$ cat src/rtl/wb_initiator_seq.sv
// Wishbone initiator: one single-cycle bus access per command, with ACK timeout and a valid/ready response port.
// Optional command FIFO: define WB_INITIATOR_CMD_FIFO_EN (default build uses a single direct-load slot).
module wb_initiator_seq #(
  parameter int unsigned APERWIDTH          = 17,
  parameter int unsigned TIMEOUT_CYCLES     = 16,
  parameter int unsigned TO_CNTR_WIDTH      = 5,
  parameter logic [31:0] DEFAULT_READ_VALUE = 32'hBADFABAC,
  parameter int unsigned CMD_FIFO_DEPTH     = 4
) (
  input  logic                 WBs_CLK_i,
  input  logic                 WBs_RST_i,
  input  logic                 CMD_VALID_i,
  output logic                 CMD_READY_o,
  input  logic                 CMD_WE_i,
  input  logic [APERWIDTH-1:0] CMD_ADR_i,
  input  logic [3:0]           CMD_BE_i,
  input  logic [31:0]          CMD_DAT_i,
  output logic                 RSP_VALID_o,
  input  logic                 RSP_READY_i,
  output logic [31:0]          RSP_DAT_o,
  output logic                 RSP_ERR_o,
  output logic [APERWIDTH-1:0] WBm_ADR_o,
  output logic                 WBm_CYC_o,
  output logic                 WBm_STB_o,
  output logic                 WBm_WE_o,
  output logic                 WBm_RD_o,
  output logic [3:0]           WBm_BYTE_STB_o,
  output logic [31:0]          WBm_DAT_o,
  input  logic [31:0]          WBm_DAT_i,
  input  logic                 WBm_ACK_i,
  output logic                 BUSY_o
);

  localparam int unsigned CMD_W = 1 + APERWIDTH + 4 + 32;
  localparam logic [TO_CNTR_WIDTH-1:0] TO_LAST = TO_CNTR_WIDTH'(TIMEOUT_CYCLES - 1);

  if ((TIMEOUT_CYCLES < 2) || (TIMEOUT_CYCLES > ((1 << TO_CNTR_WIDTH) - 1)) || (CMD_FIFO_DEPTH == 0))
  begin : g_param_chk
    $error("wb_initiator_seq: illegal TIMEOUT_CYCLES/TO_CNTR_WIDTH/CMD_FIFO_DEPTH");
  end

  typedef enum logic [1:0] {IDLE, BUS, RESP} state_t;

  state_t                   state;
  logic [TO_CNTR_WIDTH-1:0] to_cnt;

  logic                 cmd_fire;
  logic [CMD_W-1:0]     cmd_in;
  logic [CMD_W-1:0]     next_cmd;
  logic                 launch;
  logic                 queued_nxt;
  logic                 ready_nxt;
  logic                 nc_we;
  logic [APERWIDTH-1:0] nc_adr;
  logic [3:0]           nc_be;
  logic [31:0]          nc_dat;

  always_comb begin
    cmd_fire = CMD_VALID_i && CMD_READY_o;
    cmd_in   = {CMD_WE_i, CMD_ADR_i, CMD_BE_i, CMD_DAT_i};
  end

`ifdef WB_INITIATOR_CMD_FIFO_EN
  localparam int unsigned PTR_W = (CMD_FIFO_DEPTH > 1) ? $clog2(CMD_FIFO_DEPTH) : 1;
  localparam int unsigned CNT_W = $clog2(CMD_FIFO_DEPTH + 1);
  localparam logic [PTR_W-1:0] PTR_LAST = PTR_W'(CMD_FIFO_DEPTH - 1);
  localparam logic [CNT_W-1:0] CNT_FULL = CNT_W'(CMD_FIFO_DEPTH);

  logic [CMD_W-1:0] fifo_mem [CMD_FIFO_DEPTH];
  logic [PTR_W-1:0] wr_ptr, rd_ptr;
  logic [CNT_W-1:0] fifo_cnt, fifo_cnt_nxt;
  logic             fifo_empty, bypass, fifo_push, fifo_pop;

  // An idle initiator with nothing queued sends the command straight to the bus registers.
  always_comb begin
    fifo_empty   = (fifo_cnt == '0);
    bypass       = cmd_fire && (state == IDLE) && fifo_empty;
    fifo_push    = cmd_fire && !bypass;
    fifo_pop     = !fifo_empty && ((state == IDLE) || ((state == RESP) && RSP_READY_i));
    fifo_cnt_nxt = fifo_cnt + CNT_W'(fifo_push) - CNT_W'(fifo_pop);
    launch       = bypass || fifo_pop;
    next_cmd     = bypass ? cmd_in : fifo_mem[rd_ptr];
    queued_nxt   = (fifo_cnt_nxt != '0);
    ready_nxt    = (fifo_cnt_nxt != CNT_FULL);
  end

  always_ff @(posedge WBs_CLK_i) begin
    if (fifo_push) fifo_mem[wr_ptr] <= cmd_in;
  end

  always_ff @(posedge WBs_CLK_i or posedge WBs_RST_i) begin
    if (WBs_RST_i) begin
      wr_ptr   <= '0;
      rd_ptr   <= '0;
      fifo_cnt <= '0;
    end else begin
      if (fifo_push) wr_ptr <= (wr_ptr == PTR_LAST) ? '0 : wr_ptr + PTR_W'(1);
      if (fifo_pop)  rd_ptr <= (rd_ptr == PTR_LAST) ? '0 : rd_ptr + PTR_W'(1);
      fifo_cnt <= fifo_cnt_nxt;
    end
  end
`else
  // Ready is only raised in IDLE, so every accepted command launches immediately.
  always_comb begin
    launch     = cmd_fire;
    next_cmd   = cmd_in;
    queued_nxt = 1'b0;
    ready_nxt  = ((state == IDLE) && !launch) || ((state == RESP) && RSP_READY_i);
  end
`endif

  always_comb begin
    {nc_we, nc_adr, nc_be, nc_dat} = next_cmd;
  end

  always_ff @(posedge WBs_CLK_i or posedge WBs_RST_i) begin
    if (WBs_RST_i) begin
      state          <= IDLE;
      to_cnt         <= '0;
      CMD_READY_o    <= 1'b0;
      RSP_VALID_o    <= 1'b0;
      RSP_DAT_o      <= '0;
      RSP_ERR_o      <= 1'b0;
      WBm_ADR_o      <= '0;
      WBm_CYC_o      <= 1'b0;
      WBm_STB_o      <= 1'b0;
      WBm_WE_o       <= 1'b0;
      WBm_RD_o       <= 1'b0;
      WBm_BYTE_STB_o <= '0;
      WBm_DAT_o      <= '0;
      BUSY_o         <= 1'b0;
    end else begin
      CMD_READY_o <= ready_nxt;

      // Bus payload is loaded only at cycle start and held until the next launch.
      if (launch) begin
        to_cnt         <= '0;
        WBm_CYC_o      <= 1'b1;
        WBm_STB_o      <= 1'b1;
        WBm_WE_o       <= nc_we;
        WBm_RD_o       <= !nc_we;
        WBm_ADR_o      <= nc_adr;
        WBm_BYTE_STB_o <= nc_be;
        WBm_DAT_o      <= nc_dat;
      end

      case (state)
        IDLE: begin
          BUSY_o <= launch || queued_nxt;
          if (launch) state <= BUS;
        end

        BUS: begin
          BUSY_o <= 1'b1;
          if (WBm_ACK_i) begin
            WBm_CYC_o   <= 1'b0;
            WBm_STB_o   <= 1'b0;
            WBm_RD_o    <= 1'b0;
            RSP_VALID_o <= 1'b1;
            RSP_DAT_o   <= WBm_WE_o ? 32'h0 : WBm_DAT_i;
            RSP_ERR_o   <= 1'b0;
            state       <= RESP;
          end else if (to_cnt == TO_LAST) begin
            WBm_CYC_o   <= 1'b0;
            WBm_STB_o   <= 1'b0;
            WBm_RD_o    <= 1'b0;
            RSP_VALID_o <= 1'b1;
            RSP_DAT_o   <= DEFAULT_READ_VALUE;
            RSP_ERR_o   <= 1'b1;
            state       <= RESP;
          end else begin
            to_cnt <= to_cnt + TO_CNTR_WIDTH'(1);
          end
        end

        RESP: begin
          if (RSP_READY_i) begin
            RSP_VALID_o <= 1'b0;
            RSP_DAT_o   <= '0;
            RSP_ERR_o   <= 1'b0;
            BUSY_o      <= launch || queued_nxt;
            state       <= launch ? BUS : IDLE;
          end else begin
            BUSY_o <= 1'b1;
          end
        end

        default: begin
          state  <= IDLE;
          BUSY_o <= 1'b0;
        end
      endcase
    end
  end

endmodule

$ cat config.mk
export PLATFORM = sky130hd
export DESIGN_NAME = wb_initiator_seq
export DESIGN_NICKNAME = d
export VERILOG_FILES = /design/src/rtl/wb_initiator_seq.sv
export SDC_FILE = /design/constraint.sdc
export NUM_CORES = 1
export LEC_CHECK = 0
export ABC_AREA = 1
export CORE_AREA = 5 5 130 83
export CTS_CLUSTER_DIAMETER = 30
export DETAILED_ROUTE_END_ITERATION = 10
export DIE_AREA = 0 0 135 88
export HOLD_SLACK_MARGIN = 0.1
export PLACE_DENSITY = 0.83
export SYNTH_ARGS = -nofsm -noshare
export SYNTH_HDL_FRONTEND = slang
export SYNTH_SLANG_ARGS = --single-unit
$ cat constraint.sdc
create_clock -name WBs_CLK_i -period 5.5 [get_ports WBs_CLK_i]
set_clock_uncertainty 0.15 [all_clocks]
set_input_delay 1.1 -clock WBs_CLK_i [delete_from_list [all_inputs] [get_ports WBs_CLK_i]]
set_output_delay 1.1 -clock WBs_CLK_i [all_outputs]
set_load 0.03 [all_outputs]
# --- After elaboration in Yosys (flattened, before gate mapping) ---
# Index checks and enable logic that the tools add are counted.
totals:
  reg_bits: 100
  in_bits: 91
  out_inout_bits: 93
  word_cells: 66
classes:
  n_addsub: 1
  n_eq_ne: 6
  muxes: 35
  reduce_logical: 10
ops:
  columns: ["operator", "n"]
  rows:
  - ["32-bit two-way mux", 4]
  - ["32-bit case mux with 2 select lines", 1]
  - ["5-bit two-way mux", 4]
  - ["1-bit two-way mux", 18]
  - ["2-bit two-way mux", 4]
  - ["2-bit case mux with 3 select lines", 1]
  - ["3-bit AND reduction", 2]
  - ["5-bit by 1-bit adder with 5-bit output, second input constant", 1]
  - ["5-bit by 4-bit == test with 1-bit output, second input constant", 1]
  - ["2-bit != test, second input constant", 2]
  - ["1-bit case mux with 2 select lines", 2]
  - ["1-bit logical AND", 3]
  - ["3-bit != test, second input constant", 1]
  - ["1-bit case mux with 3 select lines", 1]
  - ["2-bit by 1-bit == test with 1-bit output, second input constant", 1]
  - ["2-bit == test, second input constant", 1]
  - ["1-bit zero test", 2]
  - ["2-bit zero test", 1]
  - ["2-bit nonzero test", 1]
  - ["1-bit logical OR", 1]

# --- Longest topological paths before layout ---
# Gate-level depths: netlist of run 1.
logic_depth:
  ltp_word: 5
  depth_mapped: 9
  mapped_depth_nobuf: 8

# --- Worst setup path after synthesis of run 1 ---
# No wires, ideal clock.
synth_path:
  path_type: "input to register"
  startpoint: "in CMD_VALID_i"
  endpoint: "reg WBm_RD_o"
  setup_time_ps: 121
  arrival_ps: 1748
  t_required_ps: 5229
  slack_ps: 3481
  cell_stages: 5
  path_buffers: 1
  path_cell_list: "nand2_1 > clkinv_1 > clkbuf_1 > o21ai_0 > nor2_1"
synth_via:
  elab_chain_len: 5
synth_lines:
  columns: ["item", "line_no", "source"]
  rows:
  - ["start: declaration", "12", "input logic CMD_VALID_i,"]
  - ["1-bit logical AND *", "59", "cmd_fire = CMD_VALID_i && CMD_READY_o;"]
  - ["1-bit two-way mux *", "136", "if (launch) begin"]
  - ["1-bit two-way mux", "163", "end else if (to_cnt == TO_LAST) begin"]
  - ["1-bit two-way mux", "155", "if (WBm_ACK_i) begin"]
  - ["1-bit two-way mux *", "147", "case (state)"]
  - ["end signal: assignment", "141", "WBm_RD_o <= !nc_we;"]
  - ["end: declaration", "26", "output logic WBm_RD_o,"]
# Every way passes the cells marked *; elsewhere a longest branch is shown, timed or not.
# A chain may end at the register's enable or synchronous reset.

# --- Final worst setup path of run 1 ---
layout_path:
  startpoint: "in CMD_VALID_i"
  endpoint: "reg WBm_DAT_o[12]"
layout_via:
  elab_chain_len: 1
layout_lines:
  columns: ["item", "line_no", "source"]
  rows:
  - ["1-bit logical AND", "59", null]
  - ["end signal: assignment", "144", "WBm_DAT_o <= nc_dat;"]
  - ["end: declaration", "28", "output logic [31:0] WBm_DAT_o,"]
# No other way between the ends.

==> results of run 1 <==
==> power breakdown <==
| group | total (W) | switching [W] | internal (W) |
|---|---|---|---|
| Sequential | 0.00128 | 0.000208 | 0.00107 |
| Clock | 0.000693 | 0.000290 | 0.000403 |
| Combinational | 0.00217 | 0.00135 | 0.000826 |
==> synth_stat cells <==
cell | instances | share of area
sky130_fd_sc_hd__buf_6 | 5 | 0.013
sky130_fd_sc_hd__ha_1 | 1 | 0.0030
sky130_fd_sc_hd__nand4_1 | 1 | 0.0015
sky130_fd_sc_hd__a21oi_1 | 4 | 0.0047
sky130_fd_sc_hd__nand2_2 | 10 | 0.015
sky130_fd_sc_hd__clkbuf_1 | 10 | 0.0089
sky130_fd_sc_hd__nand3_1 | 37 | 0.044
sky130_fd_sc_hd__o21ai_0 | 4 | 0.0047
sky130_fd_sc_hd__xor2_1 | 1 | 0.0021
sky130_fd_sc_hd__nand2_8 | 1 | 0.0047
sky130_fd_sc_hd__or2_2 | 1 | 0.0015
sky130_fd_sc_hd__o211ai_1 | 2 | 0.0035
sky130_fd_sc_hd__nand2_4 | 3 | 0.0080
sky130_fd_sc_hd__dfrtp_1 | 100 | 0.59
sky130_fd_sc_hd__nor2_1 | 19 | 0.017
sky130_fd_sc_hd__nor2_4 | 1 | 0.0027
sky130_fd_sc_hd__buf_2 | 7 | 0.0083
sky130_fd_sc_hd__buf_4 | 1 | 0.0018
sky130_fd_sc_hd__inv_1 | 21 | 0.019
sky130_fd_sc_hd__clkinv_1 | 1 | 0.00089
sky130_fd_sc_hd__nand2_1 | 272 | 0.24
sky130_fd_sc_hd__o31ai_1 | 1 | 0.0018
sky130_fd_sc_hd__buf_1 | 3 | 0.0027
==> state kept, by name, summed over array words and instances, names as in the netlist <==
register	count
WBm_WE_o	1
RSP_ERR_o	1
WBm_CYC_o	1
RSP_DAT_o	32
WBm_ADR_o	17
state	2
WBm_DAT_o	32
RSP_VALID_o	1
BUSY_o	1
CMD_READY_o	1
WBm_STB_o	1
WBm_BYTE_STB_o	4
WBm_RD_o	1
to_cnt	5
==> routing by layer <==
| layer | vias up | GRT usage |
|---|---|---|
| met5 | - | 0 |
| met4 | 0 | 0.04117 |
| met3 | 9 | 0.08209 |
| met2 | 160 | 0.3324 |
| met1 | 1865 | 0.3021 |
| li1 | 1886 | - |
==> cell type report <==
cell class,instances,area share
Clock buffer,9,0.03496
Clock inverter,6,0.01476
Inverter,22,0.01321
Multi-Input combinational cell,358,0.2334
Sequential cell,100,0.3884
Tap cell,135,0.02622
Timing Repair Buffer,187,0.2890
==> worst max path at each step <==
stage,slack [ns],end,start,depth (start not counted)
after floorplan,1.63,BUSY_o,WBs_RST_i,1
after global placement,2.05,WBm_DAT_o[10],CMD_VALID_i,7
after detailed placement,1.96,WBm_ADR_o[7],CMD_VALID_i,7
after CTS,2.31,WBm_ADR_o[7],CMD_VALID_i,7
after global routing,2.09,WBm_DAT_o[1],CMD_VALID_i,7
final,2.31,WBm_DAT_o[12],CMD_VALID_i,7
==> cell families after synthesis <==
group           share of synthesized area
simple gates                       0.3348
flops                              0.5910
buf+inv                           0.05437
compound gates                    0.01478
xor+xnor                         0.002069
fa+ha+maj                        0.002955
==> worst reg2reg max path, cell delays in order (launching register included) <==
cell and delay (ns):
sky130_fd_sc_hd__dfrtp_1 0.43, sky130_fd_sc_hd__nand2_2 0.08, sky130_fd_sc_hd__buf_4 0.47, sky130_fd_sc_hd__clkinv_1 0.58
sky130_fd_sc_hd__buf_4 0.45, sky130_fd_sc_hd__nand2_1 0.13, sky130_fd_sc_hd__nand2_1 0.06
==> per-stage QoR <==
stage	hold WS, ns	utilization	worst slack (ns)	cells
after CTS	0.3070	0.6786	2.314	817
after floorplan	0.2839	-	1.631	506
after global placement	0.3048	0.6448	2.052	802
final	0.3066	0.6786	2.307	817
after detailed placement	0.3015	0.6448	1.962	802
after global routing	0.3219	0.6786	2.089	817
==> PnR_summary.wiki, run 1 <==
{| class="wikitable"
! Metric !! Value
|-
| Number of instances in the synthesized netlist || 506
|-
| Worst Path Max Fanout || 58
|-
| RSZ-0062 raised after global routing || no
|-
| Startpoint of the most critical register-to-register path || CMD_READY_o
|-
| Post-DP HPWL || 9.153 mm
|-
| Routed vias || 3920
|-
| Post-route met1 wirelength || 5.561 mm
|-
| Overall overflow remaining after global route || 0
|-
| Power consumption || 0.004148 W
|-
| Routability cong. || 0.8277
|-
| Uppermost layer routed || met4
|-
| Vias in the first global route || 3902
|-
| Startpoint of the tightest hold check path || state[1]
|-
| Pin count of the biggest net entering global routing || 67
|-
| Met2 wirelength from detailed routing || 5.717 mm
|-
| Final hold violations || 0
|-
| Reg-to-Reg End || WBm_DAT_o[12]
|-
| Average size of a mapped cell || 8.368 µm²
|-
| Overall die width || 135 µm
|-
| Total non-filler cell area in the finished layout || 6442 µm²
|-
| Wire length reported by the detailed router || 12.76 mm
|-
| Power Density || 643.9 nW/µm²
|-
| Met3 Wirelength || 1.395 mm
|-
| Highest-count cells in the layout ignoring fill and taps || sky130_fd_sc_hd__nand2_1, sky130_fd_sc_hd__clkdlybuf4s50_1, sky130_fd_sc_hd__dfrtp_1, sky130_fd_sc_hd__nand3_1, sky130_fd_sc_hd__inv_1
|-
| Final setup viols || 0
|-
| Max-Slew Margin vs Limit || 0.4638
|-
| YS warnings || 0
|-
| Number of distinct library cells after synthesis || 23
|-
| Resize count post-CTS || 0
|-
| Number of rows in the core area || 28
|-
| CTS tree || built
|-
| Number of nets with antenna violations after routing || 0
|-
| Result of the run || finished, final reports clean
|-
| Yosys reg bits || 100
|-
| Register-to-register setup slack || 3.05 ns
|-
| Total standard cell area after synthesis || 4234 µm²
|-
| Class of the most critical setup path || input port to register
|-
| Combined area of the multi-input logic cells || 1504 µm²
|-
| Worst-case clock buffer depth || 2
|-
| Initial antenna violation count || 0
|-
| Area growth, synth to finish || 52.16%
|-
| Delay of the slowest cell on the worst path || 0.57 ns
|-
| Std-Cell Core Area || 9494 µm²
|-
| Fin nets || 770
|-
| Top Family by Delay on Critical Path || buffers and inverters
|-
| Die boundary height || 88 µm
|-
| Clk slew on worst S/H paths || 0.07 ns
|-
| Measured slew at the worst slew-check pin || 0.8043 ns
|-
| Number of clock sinks || 100
|-
| Sort of element at the end of the critical path || register
|-
| CP Buf/Inv Count || 4
|-
| CTS root buffer || sky130_fd_sc_hd__clkbuf_16
|-
| Worst hold-check path type || register to register
|-
| Post-detailed-route DRC marker count || 0
|-
| Max IR drop VDD || 0.3371 mV
|-
| Worst EP arrival || 3.28 ns
|-
| Average vias per placed instance || 4.798
|-
| Post-Place Cell Area || 6122 µm²
|-
| Launching element type of the critical path || input port
|-
| Iteration count of the initial detailed-routing pass || 4
|-
| Clk Latency, worst-skew pair || 0.34 ns
|-
| Share of layout cells above drive strength 1 || 0.05425
|-
| LEAKAGE || 3.232 nW
|-
| Setup Total Neg Slack || 0 ns
|-
| Iteration-0 DRC count of the detailed router || 270
|-
| Boundary pin count || 184
|-
| CTS Hold Bufs || 0
|-
| Sequential Area || 2502 µm²
|-
| Worst min-delay path endpoint || CMD_READY_o
|-
| Effective utilization at floorplan || 0.4460
|-
| Required time reported for the critical path endpoint || 5.58 ns
|-
| Min Tclk post-route || 3.193 ns
|-
| Syn Nets || 598
|-
| Depth of the worst register-to-register path || 6
|-
| DR WL/cell || 15.62 µm
|-
| Max Freq || 313.2 MHz
|-
| Worst hold path cell count || 1
|-
| Crit-path cells || clkdlybuf4s50_1 > nand2_2 > buf_4 > clkinv_1 > buf_4 > nand2_1 > nand2_1
|-
| Wire length of the first global-routing pass || 20.48 mm
|-
| Post-route fraction of the period consumed by the critical path || 0.5805
|-
| Pins over their slew limit || 0
|-
| GRT Util Overall || 0.2176
|-
| Setup Fix Bufs, Post-CTS || 0
|-
| Port Buf Inserts || 183
|-
| Most common cell after layout, fill and taps aside || sky130_fd_sc_hd__nand2_1
|-
| Antenna diode instance count || 0
|-
| Total Die Area || 11880 µm²
|-
| Sequential share of the synthesized area || 0.5910
|-
| Deepest level of the CTS H-tree || 3
|-
| Final-layout fill cell count || 754
|-
| CP max stage cell || sky130_fd_sc_hd__clkinv_1
|-
| Number of max-cap violations || 0
|-
| Clock buffers created by TritonCTS || 9
|}
No activity file was read; power rests on OpenSTA's default activity.
==> run 2, diff against run 1 <==
--- a/config.mk
+++ b/config.mk
@@ -6,12 +6,12 @@
 export NUM_CORES = 1
 export LEC_CHECK = 0
 export ABC_AREA = 1
-export CORE_AREA = 5 5 130 83
+export CORE_AREA = 5 5 136 86
 export CTS_CLUSTER_DIAMETER = 30
 export DETAILED_ROUTE_END_ITERATION = 10
-export DIE_AREA = 0 0 135 88
+export DIE_AREA = 0 0 141 91
 export HOLD_SLACK_MARGIN = 0.1
-export PLACE_DENSITY = 0.83
+export PLACE_DENSITY = 0.77
 export SYNTH_ARGS = -nofsm -noshare
 export SYNTH_HDL_FRONTEND = slang
 export SYNTH_SLANG_ARGS = --single-unit
==> constraint.sdc (replaced) <==
create_clock -name WBs_CLK_i -period 3 [get_ports WBs_CLK_i]
set_clock_uncertainty 0.15 [all_clocks]
set_input_delay 0.6 -clock WBs_CLK_i [delete_from_list [all_inputs] [get_ports WBs_CLK_i]]
set_output_delay 0.6 -clock WBs_CLK_i [all_outputs]
set_load 0.03 [all_outputs]
==> run 2 against run 1 <==
Compared with the run above: register-to-register slack worse by 2.0 ns; cell area is 0.70% higher; clock-buffer cell count is 3 higher; core utilization is 4.9 points lower; via count is 2.7% lower; critical endpoint is now WBm_WE_o; highest routed layer unchanged.
==> PnR_summary.wiki, run 2 (synthesized netlist as in run 1, its figures left out) <==
{| class="wikitable"
! Metric !! Value
|-
| Result of the run || finished, final reports clean
|-
| Clk slew on worst S/H paths || 0.06 ns (about the same)
|-
| Post-route fraction of the period consumed by the critical path || 0.7250
|-
| CTS tree || built
|-
| Std-Cell Core Area || 10300 µm² (+8.5%)
|-
| GRT Util Overall || 0.1850 (-0.03253)
|-
| Post-detailed-route DRC marker count || 0 (unchanged)
|-
| Share of layout cells above drive strength 1 || 0.05547 (+0.001222)
|-
| Boundary pin count || 184 (unchanged)
|-
| Endpoint of the most critical setup path || WBm_WE_o
|-
| Min Tclk post-route || 2.175 ns
|-
| Register-to-register setup slack || 1.09 ns (-1.96 ns)
|-
| Startpoint of the tightest hold check path || state[1]
|-
| Final hold violations || 0 (unchanged)
|-
| Launching element type of the critical path || register
|-
| Pin count of the biggest net entering global routing || 43 (-36%)
|-
| Final-layout fill cell count || 871 (+16%)
|-
| Routed vias || 3815 (-2.7%)
|-
| Measured slew at the worst slew-check pin || 0.7722 ns (-0.03211 ns)
|-
| Clk Latency, worst-skew pair || 0.33 ns (about the same)
|-
| Clock buffers created by TritonCTS || 9 (unchanged)
|-
| Source of the critical timing path || WBm_WE_o
|-
| Resize count post-CTS || 0 (unchanged)
|-
| Total non-filler cell area in the finished layout || 6487 µm² (+0.70%)
|-
| Deepest level of the CTS H-tree || 3 (unchanged)
|-
| Most common cell after layout, fill and taps aside || sky130_fd_sc_hd__nand2_1
|-
| Post-Place Cell Area || 6168 µm² (+0.76%)
|-
| Number of nets with antenna violations after routing || 0 (unchanged)
|-
| Sort of element at the end of the critical path || primary output
|-
| Worst EP arrival || 1.43 ns (-1.85 ns)
|-
| Post-DP HPWL || 8.450 mm (-7.7%)
|-
| Setup Total Neg Slack || 0 ns (unchanged)
|-
| Depth of the worst register-to-register path || 6 (unchanged)
|-
| Antenna diode instance count || 0 (unchanged)
|-
| Worst Path Max Fanout || 3 (-95%)
|-
| Delay of the slowest cell on the worst path || 0.71 ns (+0.14 ns)
|-
| Minimum hold slack || 0.3229 ns (+0.01630 ns)
|-
| Worst-case clock buffer depth || 2 (unchanged)
|-
| Reg-to-Reg End || RSP_DAT_o[15]
|-
| Crit-path cells || clkdlybuf4s50_1
|-
| LEAKAGE || 3.242 nW (+0.32%)
|-
| CP Buf/Inv Count || 1 (-3)
|-
| Port Buf Inserts || 183 (unchanged)
|-
| Average vias per placed instance || 4.630 (-3.5%)
|-
| Pins over their slew limit || 0 (unchanged)
|-
| RSZ-0062 raised after global routing || no
|-
| Number of rows in the core area || 29 (+3.6%)
|-
| Cell depth of the worst setup path || 1 (-6)
|-
| Vias in the first global route || 3920 (+0.46%)
|-
| Class of the most critical setup path || register to primary output
|-
| Wire length of the first global-routing pass || 19.44 mm (-5.1%)
|-
| Power Density || 1161 nW/µm² (+80%)
|-
| Die boundary height || 91 µm (+3.4%)
|-
| CTS Hold Bufs || 0 (unchanged)
|-
| Max Freq || 459.8 MHz
|-
| Max-Slew Margin vs Limit || 0.4841 (+0.02032)
|-
| CP max stage cell || sky130_fd_sc_hd__clkdlybuf4s50_1
|-
| Overall die width || 141 µm (+4.4%)
|-
| Wire length reported by the detailed router || 11.73 mm (-8.1%)
|-
| Number of clock sinks || 100 (unchanged)
|-
| Fin nets || 772 (+0.26%)
|-
| Routability cong. || 0.8287 (+0.12%)
|-
| CTS root buffer || sky130_fd_sc_hd__clkbuf_16
|-
| Iteration count of the initial detailed-routing pass || 4 (unchanged)
|-
| Setup Fix Bufs, Post-CTS || 0 (unchanged)
|-
| Total Die Area || 12830 µm² (+8.0%)
|-
| Area growth, synth to finish || 53.22%
|-
| Worst hold-check path type || register to register
|-
| Startpoint of the most critical register-to-register path || state[0]
|-
| Biggest regs || RSP_DAT_o (32), WBm_DAT_o (32), WBm_ADR_o (17)
|-
| Iteration-0 DRC count of the detailed router || 169 (-37%)
|-
| Overall overflow remaining after global route || 0 (unchanged)
|-
| Required time reported for the critical path endpoint || 2.25 ns (-3.33 ns)
|-
| Effective utilization at floorplan || 0.4109 (-0.03509)
|-
| Highest-count cells in the layout ignoring fill and taps || sky130_fd_sc_hd__nand2_1, sky130_fd_sc_hd__clkdlybuf4s50_1, sky130_fd_sc_hd__dfrtp_1, sky130_fd_sc_hd__nand3_1, sky130_fd_sc_hd__inv_1
|-
| Number of max-cap violations || 0 (unchanged)
|-
| Final setup viols || 0 (unchanged)
|-
| Max IR drop VDD || 0.5435 mV (+61%)
|-
| DR WL/cell || 14.24 µm (-8.9%)
|-
| Initial antenna violation count || 0 (unchanged)
|-
| Top Family by Delay on Critical Path || buffers and inverters
|}
-- run 2: worst min-delay path by stage --
stage,to,depth (start not counted)
after global routing,WBm_DAT_o[22],2
after global placement,CMD_READY_o,1
final,CMD_READY_o,1
after detailed placement,CMD_READY_o,1
after CTS,CMD_READY_o,1
after floorplan,CMD_READY_o,1
-- run 2: per-stage QoR --
step | worst slack (ns) | power, W | util | cells
2_1_floorplan | 1.060 | 0.004734 | - | 506
3_3_place_gp | 0.6395 | 0.006271 | 0.5986 | 808
3_5_place_dp | 0.5751 | 0.006358 | 0.5986 | 808
4_1_cts | 0.8098 | 0.007613 | 0.6296 | 824
5_1_grt | 0.7806 | 0.008013 | 0.6296 | 824
6_report | 0.8249 | 0.007532 | 0.6296 | 824
-- run 2: where the power goes --
part / switching, W / internal (W) / total (W) / leakage [nW]
combinational: 0.00245 / 0.00152 / 0.00398 / 1.84
sequential: 0.000362 / 0.00197 / 0.00233 / 1.25
clock: 0.000471 / 0.000753 / 0.00122 / 0.153
total: 0.00329 / 0.00425 / 0.00753 / 3.24
-- run 2: metal layers --
metal | global-route usage | wire length, µm | share of wire | vias up
met5 | 0 | 0 | 0 | -
met4 | 0.05081 | 189 | 0.016 | 0
met3 | 0.05879 | 974 | 0.083 | 17
met2 | 0.2795 | 5101 | 0.43 | 159
met1 | 0.2589 | 5465 | 0.47 | 1744
li1 | - | - | - | 1895
-- run 2: final cells by class --
class,instances,area [µm²],area share
flip-flops and latches,100,2502,0.3857
clock inverters,4,72.57,0.01119
inverters,22,86.33,0.01331
well taps,139,173.9,0.02681
repair buffers,189,1902,0.2932
clock buffers,12,246.5,0.03799
multi-input cells,358,1504,0.2318
==> run 3, diff against run 2 <==
==> constraint.sdc (replaced) <==
create_clock -name WBs_CLK_i -period 2.1 [get_ports WBs_CLK_i]
set_clock_uncertainty 0.15 [all_clocks]
set_input_delay 0.42 -clock WBs_CLK_i [delete_from_list [all_inputs] [get_ports WBs_CLK_i]]
set_output_delay 0.42 -clock WBs_CLK_i [all_outputs]
set_load 0.03 [all_outputs]
==> run 3 against run 2 <==
Compared with the run above: die area unchanged; largest power group unchanged; largest cell class unchanged; worst hold slack got worse by 0.011 ns; first-iteration DRC count up 4.7%.
==> PnR_summary.wiki, run 3 (synthesized netlist as in run 1, its figures left out) <==
{| class="wikitable"
! Metric !! Value
|-
| Result of the run || finished, final reports clean
|-
| Worst hold-check path type || register to register
|-
| Antenna diode instance count || 0 (unchanged)
|-
| Overall overflow remaining after global route || 0 (unchanged)
|-
| Depth of the worst register-to-register path || 7 (+1)
|-
| Effective utilization at floorplan || 0.4109 (unchanged)
|-
| Die boundary height || 91 µm (unchanged)
|-
| Resize count post-CTS || 0 (unchanged)
|-
| Power consumption || 0.01070 W (+42%)
|-
| Deepest level of the CTS H-tree || 3 (unchanged)
|-
| Clk Latency, worst-skew pair || 0.33 ns (about the same)
|-
| Final setup viols || 0 (unchanged)
|-
| Share of layout cells above drive strength 1 || 0.06114 (+0.005661)
|-
| Number of max-cap violations || 0 (unchanged)
|-
| Routed vias || 3796 (-0.50%)
|-
| Most common cell after layout, fill and taps aside || sky130_fd_sc_hd__nand2_1
|-
| Highest-count cells in the layout ignoring fill and taps || sky130_fd_sc_hd__nand2_1, sky130_fd_sc_hd__clkdlybuf4s50_1, sky130_fd_sc_hd__dfrtp_1, sky130_fd_sc_hd__nand3_1, sky130_fd_sc_hd__inv_1
|-
| Worst EP arrival || 1.46 ns (+0.03 ns)
|-
| Max IR drop VDD || 0.7220 mV (+33%)
|-
| Setup Fix Bufs, Post-CTS || 0 (unchanged)
|-
| Layout Utilization || 0.6320 (+0.002429)
|-
| Fin nets || 775 (+0.39%)
|-
| Wire length of the first global-routing pass || 19.26 mm (-0.93%)
|-
| CP max stage cell || sky130_fd_sc_hd__clkdlybuf4s50_1
|-
| Top Family by Delay on Critical Path || buffers and inverters
|-
| Number of rows in the core area || 29 (unchanged)
|-
| CTS tree || built
|-
| Clk slew on worst S/H paths || 0.06 ns (about the same)
|-
| DR WL/cell || 14.28 µm (+0.34%)
|-
| Boundary pin count || 184 (unchanged)
|-
| CTS Hold Bufs || 0 (unchanged)
|-
| Pins over their slew limit || 0 (unchanged)
|-
| Post-detailed-route DRC marker count || 0 (unchanged)
|-
| Sequential Area || 2502 µm² (unchanged)
|-
| Total non-filler cell area in the finished layout || 6513 µm² (+0.39%)
|-
| Crit-path cells || clkdlybuf4s50_1
|-
| Clock buffers created by TritonCTS || 9 (unchanged)
|-
| Endpoint of the most critical setup path || WBm_WE_o
|-
| Worst-case clock buffer depth || 2 (unchanged)
|-
| Reg-to-Reg End || RSP_DAT_o[28]
|-
| LEAKAGE || 3.255 nW (+0.41%)
|-
| Total Die Area || 12830 µm² (unchanged)
|-
| Startpoint of the most critical register-to-register path || to_cnt[0]
|-
| Worst Path Max Fanout || 3 (unchanged)
|-
| Power Density || 1643 nW/µm² (+42%)
|-
| Iteration count of the initial detailed-routing pass || 6 (+2)
|-
| Worst slack at placement || -0.01152 ns (-0.5866 ns)
|-
| Required time reported for the critical path endpoint || 1.53 ns (-0.72 ns)
|-
| GRT Util Overall || 0.1849 (about the same)
|-
| Source of the critical timing path || WBm_WE_o
|-
| Number of nets with antenna violations after routing || 0 (unchanged)
|-
| Measured slew at the worst slew-check pin || 0.4393 ns (-0.3329 ns)
|-
| Std-Cell Core Area || 10300 µm² (unchanged)
|-
| Post-Place Cell Area || 6228 µm² (+0.97%)
|-
| Class of the most critical setup path || register to primary output
|-
| Final hold violations || 0 (unchanged)
|-
| Average vias per placed instance || 4.596 (-0.74%)
|-
| Post-route fraction of the period consumed by the critical path || 0.9645
|-
| Minimum hold slack || 0.3120 ns (-0.01098 ns)
|-
| Launching element type of the critical path || register
|-
| Overall die width || 141 µm (unchanged)
|-
| Post-DP HPWL || 8.491 mm (+0.49%)
|-
| Routability cong. || 0.8071 (-2.6%)
|-
| Cell depth of the worst setup path || 1 (unchanged)
|-
| Initial antenna violation count || 0 (unchanged)
|-
| CP Buf/Inv Count || 1 (unchanged)
|-
| CTS root buffer || sky130_fd_sc_hd__clkbuf_16
|-
| Max-Slew Margin vs Limit || 0.7064 (+0.2223)
|-
| Worst Slack Setup Final || 0.07454 ns (-0.7504 ns)
|-
| Port Buf Inserts || 183 (unchanged)
|-
| Pin count of the biggest net entering global routing || 67 (+56%)
|-
| Delay of the slowest cell on the worst path || 0.72 ns (about the same)
|-
| Vias in the first global route || 3774 (-3.7%)
|-
| Register-to-register setup slack || 0.30 ns (-0.79 ns)
|-
| Sort of element at the end of the critical path || primary output
|-
| Area growth, synth to finish || 53.81%
|-
| Max Freq || 493.7 MHz
|-
| Number of clock sinks || 100 (unchanged)
|-
| Iteration-0 DRC count of the detailed router || 177 (+4.7%)
|-
| Wire length reported by the detailed router || 11.80 mm (+0.58%)
|-
| Combined area of the multi-input logic cells || 1504 µm² (unchanged)
|-
| Final-layout fill cell count || 873 (+0.23%)
|-
| Min Tclk post-route || 2.025 ns
|-
| Biggest regs || RSP_DAT_o (32), WBm_DAT_o (32), WBm_ADR_o (17)
|-
| RSZ-0062 raised after global routing || no
|}
[run 3: cell count changes in the layout (fill, tap and decap cells not counted)]
cell / previous run / this run
sky130_fd_sc_hd__clkbuf_1: 2 / 0
sky130_fd_sc_hd__inv_8: 0 / 1
sky130_fd_sc_hd__buf_12: 2 / 5
sky130_fd_sc_hd__clkinv_2: 1 / 0
sky130_fd_sc_hd__bufinv_16: 2 / 0
sky130_fd_sc_hd__clkinv_4: 0 / 1
sky130_fd_sc_hd__inv_6: 0 / 2
[run 3: final cells by class]
class	count	area share
Clock inverter	5	0.006916
Inverter	22	0.01326
Sequential cell	100	0.3842
Multi-Input combinational cell	358	0.2309
Clock buffer	10	0.03670
Tap cell	139	0.02671
Timing Repair Buffer	192	0.3012
[run 3: worst min-delay path by stage]
stage                   to      from  slack (ns)  cells after the start
6_report       CMD_READY_o  state[1]        0.31                      1
5_1_grt        CMD_READY_o  state[1]        0.32                      1
4_1_cts        CMD_READY_o  state[1]        0.31                      1
3_5_place_dp   CMD_READY_o  state[1]        0.30                      1
3_3_place_gp   CMD_READY_o  state[1]        0.30                      1
2_1_floorplan  CMD_READY_o  state[1]        0.28                      1
[run 3: power by group]
group	switching [W]	internal [W]	leakage (nW)	total, W
Sequential	0.000515	0.00281	1.25	0.00333
Clock	0.000729	0.000849	0.137	0.00158
Combinational	0.00353	0.00226	1.87	0.00580
[run 3: per-layer routing]
| metal | routed length [µm] | vias up | global-route usage |
|---|---|---|---|
| li1 | - | 1895 | - |
| met1 | 5467 | 1728 | 0.2548 |
| met2 | 5163 | 151 | 0.2822 |
| met3 | 963 | 22 | 0.05722 |
| met4 | 204 | 0 | 0.05726 |
| met5 | 0 | - | 0 |
[run 3: through the flow]
| step | setup TNS [ns] | cells |
|---|---|---|
| CTS | 0 | 826 |
| detailed placement | -0.01152 | 811 |
| finish | 0 | 826 |
| global route | 0 | 826 |
| floorplan | 0 | 506 |
| global placement | 0 | 811 |
